[config.mk]
export PLATFORM = sky130hd
export DESIGN_NAME = sid_port_arbiter_flat
export DESIGN_NICKNAME = d
export VERILOG_FILES = /design/src/rtl/sid_port_arbiter_if.sv /design/src/rtl/sid_port_arbiter.sv /design/src/flat_wrapper.sv
export SDC_FILE = /design/constraint.sdc
export NUM_CORES = 1
export LEC_CHECK = 0
export BUFFER_PORTS_ARGS = -buffer_cell sky130_fd_sc_hd__buf_2
export CELL_PAD_IN_SITES_DETAIL_PLACEMENT = 0
export CELL_PAD_IN_SITES_GLOBAL_PLACEMENT = 1
export CORE_UTILIZATION = 38
export DETAILED_ROUTE_END_ITERATION = 10
export GPL_TIMING_DRIVEN = 0
export PLACE_DENSITY_LB_ADDON = 0.05
export SKIP_LAST_GASP = 1
export SYNTH_ARGS = -nofsm -noshare
export SYNTH_HDL_FRONTEND = slang
export SYNTH_SLANG_ARGS = --single-unit
[constraint.sdc]
create_clock -name CLK -period 3.2 [get_ports CLK]
set_input_delay 0.64 -clock CLK [delete_from_list [all_inputs] [get_ports CLK]]
set_output_delay 0.64 -clock CLK [all_outputs]
set_load 0.01 [all_outputs]
[src/rtl/sid_port_arbiter_if.sv]
// rtl/sid_port_arbiter_if.sv - host, local and resource buses of the SID/DIP port arbiter
interface sid_port_arbiter_if #(
    parameter int AW = 4,
    parameter int DW = 8
);
    logic          host_req;
    logic          host_read;
    logic [AW-1:0] host_addr;
    logic [DW-1:0] host_wdata;
    logic          host_dtack;
    logic [DW-1:0] host_rdata;

    logic          loc_req;
    logic          loc_read;
    logic [AW-1:0] loc_addr;
    logic [DW-1:0] loc_wdata;
    logic          loc_ack;
    logic [DW-1:0] loc_rdata;

    logic          res_cs;
    logic          res_we;
    logic [AW-1:0] res_addr;
    logic [DW-1:0] res_wdata;
    logic [DW-1:0] res_rdata;

    modport slave (
        input  host_req, host_read, host_addr, host_wdata,
        output host_dtack, host_rdata,
        input  loc_req, loc_read, loc_addr, loc_wdata,
        output loc_ack, loc_rdata,
        output res_cs, res_we, res_addr, res_wdata,
        input  res_rdata
    );

    modport master (
        output host_req, host_read, host_addr, host_wdata,
        input  host_dtack, host_rdata,
        output loc_req, loc_read, loc_addr, loc_wdata,
        input  loc_ack, loc_rdata,
        input  res_cs, res_we, res_addr, res_wdata,
        output res_rdata
    );
endinterface

[src/rtl/sid_port_arbiter.sv]
// rtl/sid_port_arbiter.sv - round-robin arbiter sharing the SID register port between host and local sequencer
module sid_port_arbiter #(
    parameter int AW          = 4,
    parameter int DW          = 8,
    parameter int WAIT_CYCLES = 2
) (
    input  logic                  CLK,
    input  logic                  RESET,
    sid_port_arbiter_if.slave     bus,
    output logic                  busy
);
    typedef enum logic [1:0] {
        IDLE      = 2'd0,
        ACCESS    = 2'd1,
        HOST_HOLD = 2'd2,
        LOC_ACK   = 2'd3
    } state_t;

    localparam logic [3:0] WAIT_LOAD = 4'(WAIT_CYCLES - 1);

    state_t     state;
    state_t     state_next;
    logic       host_req_q;
    logic       loc_req_q;
    logic       owner_host;
    logic       last_host;
    logic       op_read;
    logic [3:0] cnt;
    logic       host_valid;
    logic       loc_valid;
    logic       grant_host;
    logic       grant_loc;

    // A request must be seen both in the sampling register and live to win a grant.
    assign host_valid = host_req_q & bus.host_req;
    assign loc_valid  = loc_req_q & bus.loc_req;
    assign grant_host = host_valid & (~loc_valid | ~last_host);
    assign grant_loc  = loc_valid & (~host_valid | last_host);

    always_ff @(posedge CLK) begin
        if (RESET) begin
            state <= IDLE;
        end else begin
            state <= state_next;
        end
    end

    always_comb begin
        state_next = state;
        busy       = (state != IDLE);
        case (state)
            IDLE: begin
                if (grant_host || grant_loc) begin
                    state_next = ACCESS;
                end
            end
            ACCESS: begin
                if (cnt == 4'd0) begin
                    state_next = owner_host ? HOST_HOLD : LOC_ACK;
                end
            end
            HOST_HOLD: begin
                if (bus.host_dtack && !bus.host_req) begin
                    state_next = IDLE;
                end
            end
            LOC_ACK: begin
                state_next = IDLE;
            end
            default: begin
                state_next = IDLE;
            end
        endcase
    end

    always_ff @(posedge CLK) begin
        if (RESET) begin
            host_req_q     <= 1'b0;
            loc_req_q      <= 1'b0;
            owner_host     <= 1'b0;
            last_host      <= 1'b0;
            op_read        <= 1'b0;
            cnt            <= 4'd0;
            bus.res_cs     <= 1'b0;
            bus.res_we     <= 1'b0;
            bus.res_addr   <= '0;
            bus.res_wdata  <= '0;
            bus.host_dtack <= 1'b0;
            bus.host_rdata <= {DW{1'b1}};
            bus.loc_ack    <= 1'b0;
            bus.loc_rdata  <= {DW{1'b1}};
        end else begin
            host_req_q  <= bus.host_req;
            loc_req_q   <= bus.loc_req;
            bus.loc_ack <= 1'b0;
            case (state)
                IDLE: begin
                    if (grant_host || grant_loc) begin
                        owner_host    <= grant_host;
                        last_host     <= grant_host;
                        op_read       <= grant_host ? bus.host_read : bus.loc_read;
                        bus.res_addr  <= grant_host ? bus.host_addr : bus.loc_addr;
                        bus.res_wdata <= grant_host ? bus.host_wdata : bus.loc_wdata;
                        bus.res_cs    <= 1'b1;
                        bus.res_we    <= grant_host ? ~bus.host_read : ~bus.loc_read;
                        cnt           <= WAIT_LOAD;
                    end
                end
                ACCESS: begin
                    if (cnt == 4'd0) begin
                        bus.res_cs <= 1'b0;
                        bus.res_we <= 1'b0;
                        if (op_read && owner_host) begin
                            bus.host_rdata <= bus.res_rdata;
                        end
                        if (op_read && !owner_host) begin
                            bus.loc_rdata <= bus.res_rdata;
                        end
                        if (!owner_host) begin
                            bus.loc_ack <= 1'b1;
                        end
                    end else begin
                        cnt <= cnt - 4'd1;
                    end
                end
                HOST_HOLD: begin
                    // First hold cycle raises DTACK unconditionally so a host that
                    // already dropped its request still sees a one-cycle pulse.
                    if (!bus.host_dtack) begin
                        bus.host_dtack <= 1'b1;
                    end else if (!bus.host_req) begin
                        bus.host_dtack <= 1'b0;
                    end
                end
                default: begin
                end
            endcase
        end
    end
endmodule

[src/flat_wrapper.sv]
// flat-port wrapper written by rule: the top's interface ports become plain ports
module sid_port_arbiter_flat 
#(
    parameter int AW          = 4,
    parameter int DW          = 8,
    parameter int WAIT_CYCLES = 2
)
  (CLK, RESET, busy, bus_host_req, bus_host_read, bus_host_addr, bus_host_wdata, bus_host_dtack, bus_host_rdata, bus_loc_req, bus_loc_read, bus_loc_addr, bus_loc_wdata, bus_loc_ack, bus_loc_rdata, bus_res_cs, bus_res_we, bus_res_addr, bus_res_wdata, bus_res_rdata);
  sid_port_arbiter_if #(.AW(AW), .DW(DW)) bus_i ();
  input  logic CLK;
  input  logic RESET;
  output logic busy;
  input wire logic [$bits(bus_i.host_req)-1:0] bus_host_req;
  input wire logic [$bits(bus_i.host_read)-1:0] bus_host_read;
  input wire logic [$bits(bus_i.host_addr)-1:0] bus_host_addr;
  input wire logic [$bits(bus_i.host_wdata)-1:0] bus_host_wdata;
  output wire logic [$bits(bus_i.host_dtack)-1:0] bus_host_dtack;
  output wire logic [$bits(bus_i.host_rdata)-1:0] bus_host_rdata;
  input wire logic [$bits(bus_i.loc_req)-1:0] bus_loc_req;
  input wire logic [$bits(bus_i.loc_read)-1:0] bus_loc_read;
  input wire logic [$bits(bus_i.loc_addr)-1:0] bus_loc_addr;
  input wire logic [$bits(bus_i.loc_wdata)-1:0] bus_loc_wdata;
  output wire logic [$bits(bus_i.loc_ack)-1:0] bus_loc_ack;
  output wire logic [$bits(bus_i.loc_rdata)-1:0] bus_loc_rdata;
  output wire logic [$bits(bus_i.res_cs)-1:0] bus_res_cs;
  output wire logic [$bits(bus_i.res_we)-1:0] bus_res_we;
  output wire logic [$bits(bus_i.res_addr)-1:0] bus_res_addr;
  output wire logic [$bits(bus_i.res_wdata)-1:0] bus_res_wdata;
  input wire logic [$bits(bus_i.res_rdata)-1:0] bus_res_rdata;
  assign bus_i.host_req = bus_host_req;
  assign bus_i.host_read = bus_host_read;
  assign bus_i.host_addr = bus_host_addr;
  assign bus_i.host_wdata = bus_host_wdata;
  assign bus_host_dtack = bus_i.host_dtack;
  assign bus_host_rdata = bus_i.host_rdata;
  assign bus_i.loc_req = bus_loc_req;
  assign bus_i.loc_read = bus_loc_read;
  assign bus_i.loc_addr = bus_loc_addr;
  assign bus_i.loc_wdata = bus_loc_wdata;
  assign bus_loc_ack = bus_i.loc_ack;
  assign bus_loc_rdata = bus_i.loc_rdata;
  assign bus_res_cs = bus_i.res_cs;
  assign bus_res_we = bus_i.res_we;
  assign bus_res_addr = bus_i.res_addr;
  assign bus_res_wdata = bus_i.res_wdata;
  assign bus_i.res_rdata = bus_res_rdata;
  sid_port_arbiter #(.AW(AW), .DW(DW), .WAIT_CYCLES(WAIT_CYCLES)) u_core (.CLK(CLK), .RESET(RESET), .bus(bus_i), .busy(busy));
endmodule
* After elaboration in Yosys (flattened, before gate mapping)
Index checks and enable logic that the tools add are counted.
** Word-level totals
- Memories kept :: 0
- Bits in registers :: 42
- Memory bits (writable) :: 0
- Latch bits :: 0
- Output and inout bits :: 33
- Input bits :: 38
- Word-level logic and storage cells :: 72
- ROM bits :: 0
** Operators by class
- Equal/unequal tests :: 7
- Magnitude comparators :: 0
- Muxes and demuxes :: 20
- Add/subtract/negate cells :: 1
- Reduce and logical (&&, ||, !) cells :: 17
- Bitwise operators :: 13
- $mul :: 0
- Div/mod/pow operators :: 0
- Shifts and indexed selects :: 0
** Operators by type and width (count)
- 3-bit AND reduction :: 5
- 4-bit two-way mux :: 3
- 1-bit two-way mux :: 9
- 8-bit two-way mux :: 1
- 2-bit one-hot mux with 4 select lines :: 1
- 4-bit one-hot mux with 2 select lines :: 1
- 1-bit inverter :: 7
- 2-bit two-way mux :: 3
- 2-bit by 1-bit inequality test with 1-bit output (second input constant) :: 3
- 1-bit AND :: 4
- 2-bit == test (second input constant) :: 2
- 4-bit zero test :: 1
- 1-bit one-hot mux with 2 select lines :: 2
- 2-bit nonzero test :: 2
- 4-bit by 1-bit subtractor with 4-bit output (second input constant) :: 1
- 1-bit logical AND :: 3
- 3-bit OR reduction :: 1
- 2-bit by 1-bit == test with 1-bit output (second input constant) :: 1
- 1-bit zero test :: 2
- 2-bit zero test :: 1
- 2-bit inequality test (second input constant) :: 1
- 1-bit bitwise OR :: 2
- 2-bit AND reduction :: 1
- 1-bit logical OR :: 1

* Longest topological paths before layout
Gate-level depths: netlist of the first run.
- Depth in word-level cells :: 7
- Mapped depth :: 6
- Mapped depth without buffers :: 5

* Worst setup path before layout of the first run
No wires, ideal clock.
- Path type :: input to register
- Start point :: input bus_host_req
- End point :: register u_core.op_read
- Cell stages on the path :: 5
- Arrival time :: 1.575 ns
- Path buffers :: 2
- Slack :: 1.534 ns
- Required time :: 3.109 ns
- Cells stage by stage :: clkbuf_1 -> a22o_1 -> buf_4 -> a21oi_1 -> a311oi_1
** Between the ends
- Word-level cells in the longest chain between the ends :: 6
- Elaborated cells between the ends (all ways) :: 8
** RTL lines
- start, declared :: line flat_wrapper.sv:13 : input wire logic [$bits(bus_i.host_req)-1:0] bus_host_req;
- 1-bit AND * :: line sid_port_arbiter.sv:35 : assign host_valid = host_req_q & bus.host_req;
- 1-bit inverter :: line sid_port_arbiter.sv:38 : assign grant_loc = loc_valid & (~host_valid | last_host);
- 1-bit bitwise OR :: line sid_port_arbiter.sv:38
- 1-bit AND :: line sid_port_arbiter.sv:38
- 1-bit logical OR :: line sid_port_arbiter.sv:98 : if (grant_host || grant_loc) begin
- 2-bit AND reduction (no line)
- end signal, assigned :: line sid_port_arbiter.sv:101 : op_read <= grant_host ? bus.host_read : bus.loc_read;
- end, declared :: line sid_port_arbiter.sv:27 : logic op_read;
Mark *: on every way between the ends. The rest lies on a longest branch, timed or not.
A chain may end at the register's enable or synchronous reset.

* Worst setup path in the final report of the first run
- Start point :: register u_core.state[0]
- End point :: output busy
** Between the ends
- Word-level cells in the longest chain between the ends :: 1
** RTL lines
- start, declared :: line sid_port_arbiter.sv:21 : state_t state;
- start signal, assigned :: line sid_port_arbiter.sv:44 : state <= state_next;
- 2-bit nonzero test :: line sid_port_arbiter.sv:50 : busy = (state != IDLE);
- end, declared :: line flat_wrapper.sv:12 : output logic busy;
No other way between the ends.

==> results of run 1 <==
[how the worst min path moves through the flow]
stage | slack [ns] | cells past startpoint | end
after floorplan | 0.48 | 1 | u_core.bus.loc_ack
after global placement | 0.44 | 1 | u_core.bus.loc_rdata[6]
after detailed placement | 0.45 | 1 | u_core.bus.loc_rdata[4]
after CTS | 0.47 | 1 | u_core.bus.loc_rdata[4]
after global routing | 0.47 | 1 | u_core.bus.loc_rdata[3]
final | 0.46 | 1 | u_core.bus.loc_rdata[4]
[sequential cells by signal, summed over array words and instances, names as in the netlist]
register / count
u_core.bus.host_rdata: 8
u_core.bus.loc_rdata: 8
u_core.bus.res_wdata: 8
u_core.bus.res_addr: 4
u_core.cnt: 4
u_core.state: 2
u_core.bus.host_dtack: 1
u_core.bus.loc_ack: 1
u_core.bus.res_cs: 1
u_core.bus.res_we: 1
u_core.host_req_q: 1
u_core.last_host: 1
u_core.loc_req_q: 1
u_core.op_read: 1
[metal layers]
metal	vias to the layer above	track usage, %	routed length [microns]
met5	-	0	0
met4	0	6.32	67
met3	7	5.14	297
met2	67	33.2	2200
met1	808	25.1	2320
li1	935	-	-
[stage by stage]
step | area [sq um] | utilization, % | total power [mW] | worst slack (ns) | std cells
after floorplan | 1880 | - | 0.713 | 1.53 | 209
after global placement | 2300 | 48.7 | 0.795 | 1.16 | 344
after detailed placement | 2300 | 48.7 | 0.795 | 1.13 | 344
after CTS | 2390 | 50.6 | 1.15 | 1.22 | 352
after global routing | 2390 | 50.6 | 1.20 | 1.12 | 352
final | 2390 | 50.6 | 1.14 | 1.24 | 352
[power by group through the flow]
stage	Combinational (mW)	Sequential, mW	Clock (mW)
after floorplan	0.122	0.592	0
after global placement	0.210	0.584	0
after detailed placement	0.211	0.584	0
after CTS	0.211	0.573	0.364
after global routing	0.235	0.577	0.386
final	0.210	0.573	0.355
[final cells by class]
cell class | instances | area [sq um] | share of cell area, %
tap | 67 | 83.8 | 3.50
clock inverter | 1 | 5.00 | 0.209
sequential | 42 | 841 | 35.1
clock buffer | 7 | 86.3 | 3.61
timing repair buffer | 68 | 340 | 14.2
buffer | 18 | 75.1 | 3.14
multi-input combinational | 143 | 938 | 39.2
inverter | 6 | 22.5 | 0.941
[cell families after synthesis]
group                    after synthesis
AO/OA/AOI/OAI                         74
adder cells (fa/ha/maj)                2
AND/OR/NAND/NOR                       59
multiplexers                           8
flip-flops                            42
buffers and inverters                 24
[Yosys cell counts (2+ instances only)]
library cell / count
dfxtp_1: 42
nor2_1: 19
o21ai_0: 18
a21oi_1: 17
clkbuf_1: 14
a311oi_1: 13
nand4_1: 13
a31oi_1: 9
a21bo_2: 8
mux2i_1: 8
inv_1: 6
nand2_1: 5
buf_2: 3
or4_1: 3
a211oi_1: 2
and3_1: 2
ha_1: 2
nor2_2: 2
nor2b_1: 2
nor3_1: 2
or3_1: 2
[worst max-delay path, delay by kind of cell, from the launching register on]
family,cells,cell delay [ns]
buffers and inverters,2,0.33
AND/OR/NAND/NOR,1,0.32
flip-flops,1,0.39
==> reports/qor.yml, run 1 <==
dieArea_sq_mm: 0.00522
worstSetupEndpoint: "busy"
power.share.sequential_pct: 50.4
gp_congestion: 0.727
synth_top_area_share_pct: 44.8
crit_chain: "nor2_2 > inv_1 > buf_2"
cp_slowest_cell: "dfxtp_1"
p_int_mw: 0.813
cts_tree: "built"
skew_ns: 0.0101
cp-end-kind: "output port"
die_x_microns: 72.3
track_usage_pct: 19.9
synth_xor_area_share_pct: 0
irDropWorstVdd_mv: 0.196
synth_nets: 249
syn_avg_cell_area_sq_um: 8.98
hold_violations: 0
p_leak_nw: 0.933
hpwl_microns: 3620
clkLatencyLatePin_ns: 0.29
slew_violations: 0
hold_slack_ns: 0.460
r2r_end: "u_core.cnt[0]"
clock_sinks: 42
cts_max_path_buffers: 2
grt_remaining_overflow: 0
fin_crit_ns: 1.96
startpoint_type: "register"
worstMarginPinSlew_ns: 0.605
p_per_area_mw_per_mm2: 475
finalNetCount: 324
first_iter_violations: 52
worstPathMaxFanout: 8
hold_start: "u_core.bus.loc_rdata[4]"
io_buffer_count: 68
synth_ff_type: "dfxtp_1"
r2r_setup_slack_ns: 1.32
grt_max_degree: 13
path_clk_slew_ns: 0.08
synthMuxAreaShare_pct: 4.27
cts_resized: 0
synthAdderAreaFrac_pct: 1.33
antenna_cells: 0
viasPerCell: 5.16
crit_path_start: "u_core.state[0]"
yosys.area.top_type: "dfxtp_1"
cp.required_ns: 2.56
setup_tns_ns: 0
placementRows: 25
async_flop_share_pct: 0
switching_share_pct: 28.5
finalCritPeriodShare_pct: 61.3
ys_ff_latch: 42
cts_root_buf: "clkbuf_8"
die_y_microns: 72.3
status: "finished, final reports clean"
power.share.combinational_pct: 18.5
synthTopCellsByArea: "dfxtp_1, a311oi_1, o21ai_0"
vias: 1817
synth_cell_type_count: 38
coreArea_sq_mm: 0.00472
hold_path.class: "reg -> reg"
io_pins: 71
fillers: 494
yosys.area_share.simple_pct: 17.7
rsz0062_at_grt: "no"
postCtsSetupRepairBufs: 0
yosysSeqAreaShare_pct: 44.8
grt_pass1_wl_microns: 8030
ant_nets: 0
antenna_found_initial: 0
synth_compound_area_share_pct: 26.7
yosys_warnings: 0
rr_worst_depth: 6
synth-edff-count: 0
drc_errors: 0
max_freq_ghz: 0.510
maxCapViolCount: 0
finalSetupViolCount: 0
final_common_cell: "buf_2"
postCtsHoldBufs: 0
syn2layout_area_growth_pct: 27.5
drive_gt1_share_pct: 32.6
path_class: "reg -> out"
layout_common_cells: "buf_2, dfxtp_1, nor2_1"
timing.rr.start: "u_core.cnt[0]"
firstDrtPassIters: 4
synthesis.area_sq_mm: 0.00188
drt-total-wl_microns: 4890
slew_headroom_pct: 59.6
synth_cells: 209
max_stage_delay_ns: 0.39
start_util_pct: 39.7
clkPwrFrac_pct: 31.2
grt_pass1_vias: 1766
cts-htree-levels: 2
cts_made_buffers: 5
cp.arrival_ns: 1.32
power.switching_mw: 0.324
wire_per_inst_microns: 13.9
synth_top_family_by_area: "compound AO/OA/AOI/OAI gates"
(Power assumes the default switching activity.)
==> run 2: changes to the inputs <==
CORE_UTILIZATION = 32   (was 38)
clock period = 1.8 ns   (was 3.2 ns; I/O delays follow)
==> reports/qor.yml, run 2 (synthesis gave the netlist of run 1 again) <==
status: "finished, final reports clean"
power.switching_mw: 0.604
cp_slowest_cell: "or3b_4"
crit_chain: "inv_1 > ha_1 > or3b_4 > nor3_4 > buf_12 > mux2i_1"
dieArea_sq_mm: 0.00618
syn2layout_area_growth_pct: 30.9
final_common_cell: "buf_2"
grt_pass1_wl_microns: 8440
viasPerCell: 5.30
drive_gt1_share_pct: 33.6
hold_violations: 0
grt_max_degree: 14
grt_remaining_overflow: 0
placementRows: 27
cp-end-kind: "register"
cts_max_path_buffers: 2
finalSetupViolCount: 0
utilization_pct: 44.1
drt-total-wl_microns: 5270
hpwl_microns: 3830
clkPwrFrac_pct: 34.7
cp.arrival_ns: 1.89
grt_pass1_vias: 1748
drc_errors: 0
io_buffer_count: 68
path_clk_slew_ns: 0.08
cp.required_ns: 2.03
ant_nets: 0
die_y_microns: 78.6
max_freq_ghz: 0.601
cts_root_buf: "clkbuf_8"
vias: 1896
path_class: "reg -> reg"
max_stage_delay_ns: 0.43
worstPathMaxFanout: 8
cts_made_buffers: 5
irDropWorstVdd_mv: 0.291
clkLatencyLatePin_ns: 0.30
start_util_pct: 33.7
antenna_found_initial: 0
finalNetCount: 325
startpoint_type: "register"
switching_share_pct: 28.0
p_total_mw: 2.16
skew_ns: 0.00193
p_int_mw: 1.55
reg_top3: "u_core.bus.host_rdata: 8 flops, u_core.bus.loc_rdata: 8 flops, u_core.bus.res_wdata: 8 flops"
maxCapViolCount: 0
firstDrtPassIters: 4
power.share.sequential_pct: 47.3
postCtsHoldBufs: 0
fin_crit_ns: 1.66
coreArea_sq_mm: 0.00557
power.share.combinational_pct: 18.0
cts-htree-levels: 2
slew_headroom_pct: 65.2
wire_per_inst_microns: 14.7
die_x_microns: 78.6
p_leak_nw: 0.959
clock_sinks: 42
io_pins: 71
p_per_area_mw_per_mm2: 877
rsz0062_at_grt: "no"
finalCritPeriodShare_pct: 92.5
first_iter_violations: 68
hold_path.class: "in -> reg"
gp_congestion: 0.809
layout_common_cells: "buf_2, dfxtp_1, nor2_1"
antenna_cells: 0
cts_tree: "built"
slew_violations: 0
worstMarginPinSlew_ns: 0.521
track_usage_pct: 17.8
fillers: 587
[run 2: power groups by stage]
stage          sequential, mW  clock (mW)  combinational, mW
2_1_floorplan            1.05           0              0.216
3_3_place_gp             1.04           0              0.380
3_5_place_dp             1.04           0              0.380
4_1_cts                  1.02       0.780              0.384
5_1_grt                  1.03       0.813              0.434
6_report                 1.02       0.748              0.389
[run 2: final timing paths]
kind	start	end	slack (ns)	cells after the start
setup / recovery	u_core.cnt[0]	u_core.bus.host_rdata[4]	0.14	6
hold / removal	bus_loc_wdata[1]	u_core.bus.res_wdata[1]	0.33	3
setup reg to reg	u_core.cnt[0]	u_core.bus.host_rdata[4]	0.14	6
hold reg to reg	u_core.bus.loc_rdata[1]	u_core.bus.loc_rdata[1]	0.46	1
[run 2: worst max-delay path, delay by kind of cell, from the launching register on]
kind	cells	cell delay, ns
AND/OR/NAND/NOR	2	0.64
flip-flops	1	0.34
buffers and inverters	2	0.24
adder cells (fa/ha/maj)	1	0.20
multiplexers	1	0.18
[run 2: metrics by stage]
step	setup TNS (ns)	worst slack, ns	hold slack (ns)	instance area (sq um)	std cells
finish	0	0.136	0.334	2460	358
CTS	0	0.00975	0.333	2430	357
global route	0	0.00602	0.336	2460	358
floorplan	0	0.182	0.483	1880	209
global placement	-0.870	-0.0858	0.441	2310	349
detailed placement	-1.73	-0.143	0.448	2310	349
[run 2: final cells by class]
class	count	area [sq um]	share of cell area, %
multi-input cells	143	960	39.1
plain buffers	18	75.1	3.05
repair buffers	69	360	14.7
well taps	72	90.1	3.67
clock buffers	5	68.8	2.80
clock inverters	3	40.0	1.63
flip-flops and latches	42	841	34.2
inverters	6	22.5	0.916
[run 2: routing by layer]
| layer | vias up | GRT usage [%] | wire, microns |
|---|---|---|---|
| met5 | - | 0 | 0 |
| met4 | 0 | 5.56 | 59 |
| met3 | 5 | 4.53 | 365 |
| met2 | 74 | 30.0 | 2470 |
| met1 | 878 | 22.1 | 2370 |
| li1 | 939 | - | - |
[run 2: timing repair]
item                                    4_1_cts  5_1_grt
resized for setup                             2        2
endpoints found under the setup margin       28       19
pin swaps                                     1        1
gates cloned                                  0        0
buffers inserted                              0        1
==> run 3: changes to the inputs <==
ABC_AREA = 1   (was default)
CORE_UTILIZATION = 30   (was 32)
==> reports/qor.yml, run 3 <==
status: "finished, final reports clean"
ys_ff_latch: 42
async_flop_share_pct: 0
final_common_cell: "buf_2"
dieArea_sq_mm: 0.00629
switching_share_pct: 33.9
yosys.area.top_type: "dfxtp_1"
maxCapViolCount: 0
synth_cells: 229
slew_headroom_pct: 69.9
rr_worst_depth: 8
cp.arrival_ns: 1.05
skew_ns: 0.0107
clock_sinks: 42
finalSetupViolCount: 0
placementRows: 27
max_freq_ghz: 0.710
drc_errors: 0
antenna_found_initial: 0
finalCritPeriodShare_pct: 78.3
syn2layout_area_growth_pct: 28.7
wire_per_inst_microns: 12.0
path_clk_slew_ns: 0.09
irDropWorstVdd_mv: 0.357
yosysMostFrequentCell: "nand2_1"
synth_cell_type_count: 26
seq_area_sq_um: 841
gp_congestion: 0.740
hold_violations: 0
io_buffer_count: 69
dpl_cell_area_sq_mm: 0.00223
setup_tns_ns: 0
cp.required_ns: 1.44
stdcell_area_sq_mm: 0.00231
r2r_setup_slack_ns: 0.45
cts_resized: 0
start_util_pct: 31.8
cts_made_buffers: 5
synth_top_area_share_pct: 46.9
synth_common_cells: "nand2_1, dfxtp_1, nand3_1"
max_stage_delay_ns: 0.37
rsz0062_at_grt: "no"
grt_max_degree: 13
die_x_microns: 79.3
first_iter_violations: 85
hold_path.class: "in -> reg"
hpwl_microns: 3390
synth_nets: 269
clkPwrFrac_pct: 25.9
p_leak_nw: 1.12
synthTopCellsByArea: "dfxtp_1, nand2_1, nand3_1"
grt_pass1_wl_microns: 7430
firstDrtPassIters: 4
worstPathMaxFanout: 4
timing.rr.start: "u_core.cnt[0]"
dp.cells: 370
cts_root_buf: "clkbuf_8"
path_class: "reg -> out"
grt_remaining_overflow: 0
p_per_area_mw_per_mm2: 1000
coreArea_sq_mm: 0.00564
postCtsSetupRepairBufs: 0
drive_gt1_share_pct: 32.5
r2r_end: "u_core.cnt[1]"
crit_chain: "nor2_2 > inv_1 > buf_2"
finalNetCount: 345
slew_violations: 0
cts_tree: "built"
cts-htree-levels: 2
io_pins: 71
hold_slack_ns: 0.287
power.share.combinational_pct: 27.0
p_int_mw: 1.53
clkLatencyLatePin_ns: 0.30
multi_input_area_sq_um: 793
cts_max_path_buffers: 2
die_y_microns: 79.3
layout_common_cells: "buf_2, nand2_1, dfxtp_1"
fillers: 620
drt-total-wl_microns: 4510
hold_start: "bus_loc_req"
reg_top3: "u_core.bus.host_rdata: 8 flops, u_core.bus.loc_rdata: 8 flops, u_core.bus.res_wdata: 8 flops"
yosys_warnings: 0
postCtsHoldBufs: 0
yosysSeqAreaShare_pct: 46.9
cp-end-kind: "output port"
viasPerCell: 4.54
min_path_cells: 3
synthesis.area_sq_mm: 0.00179
power.share.sequential_pct: 47.2
fin_crit_ns: 1.41
startpoint_type: "register"
cp_slowest_cell: "dfxtp_1"
whs_endpoint: "u_core.loc_req_q"
instances_no_fill: 377
ant_nets: 0
worstMarginPinSlew_ns: 0.452
utilization_pct: 40.9
grt_pass1_vias: 1569
vias: 1712
synth-edff-count: 0
synth_ff_type: "dfxtp_1"
track_usage_pct: 15.3
antenna_cells: 0
power.switching_mw: 0.781
syn_avg_cell_area_sq_um: 7.84
[run 3: final cells by class]
class	count	share of cell area, %
inverters	19	3.31
repair buffers	69	15.0
well taps	72	3.90
clock inverters	2	0.434
clock buffers	5	2.98
multi-input cells	156	34.4
plain buffers	12	3.63
flip-flops and latches	42	36.4
[run 3: kinds of logic after synthesis]
| group | after synthesis | synth area share (%) |
|---|---|---|
| and+or+nand+nor | 121 | 33.4 |
| DFF | 42 | 46.9 |
| AOI/OAI and AO/OA | 33 | 9.41 |
| adders and majority gates | 2 | 1.39 |
| buffers and inverters | 31 | 8.93 |
[run 3: per-layer routing]
| metal | track usage (%) | wire, microns |
|---|---|---|
| met5 | 0 | 0 |
| met4 | 4.91 | 25 |
| met3 | 4.14 | 274 |
| met2 | 23.6 | 1960 |
| met1 | 20.6 | 2260 |
[run 3: critical path, delay by kind of cell (launching register included)]
family | cells | cell delay [ns]
and+or+nand+nor | 1 | 0.17
buffers and inverters | 2 | 0.22
DFF | 1 | 0.37
[run 3: power groups by stage]
stage	logic (mW)	registers [mW]	clock network, mW
after floorplan	0.412	1.13	0
after global placement	0.626	1.11	0
after detailed placement	0.629	1.11	0
after CTS	0.631	1.09	0.622
after global routing	0.696	1.10	0.668
final	0.622	1.09	0.597
[run 3: worst max-delay path by stage]
stage,start,end,slack [ns],cells past startpoint
2_1_floorplan,u_core.cnt[0],u_core.bus.host_rdata[4],0.64,7
3_3_place_gp,bus_host_req,u_core.bus.res_addr[2],0.36,8
3_5_place_dp,bus_host_req,u_core.bus.res_addr[2],0.36,8
4_1_cts,u_core.state[1],busy,0.38,3
5_1_grt,u_core.cnt[0],u_core.cnt[1],0.30,8
6_report,u_core.state[1],busy,0.39,3
[run 3: through the flow]
stage / power [mW] / worst slack, ns
floorplan: 1.54 / 0.641
global placement: 1.74 / 0.355
detailed placement: 1.74 / 0.361
CTS: 2.34 / 0.377
global route: 2.47 / 0.298
finish: 2.31 / 0.391
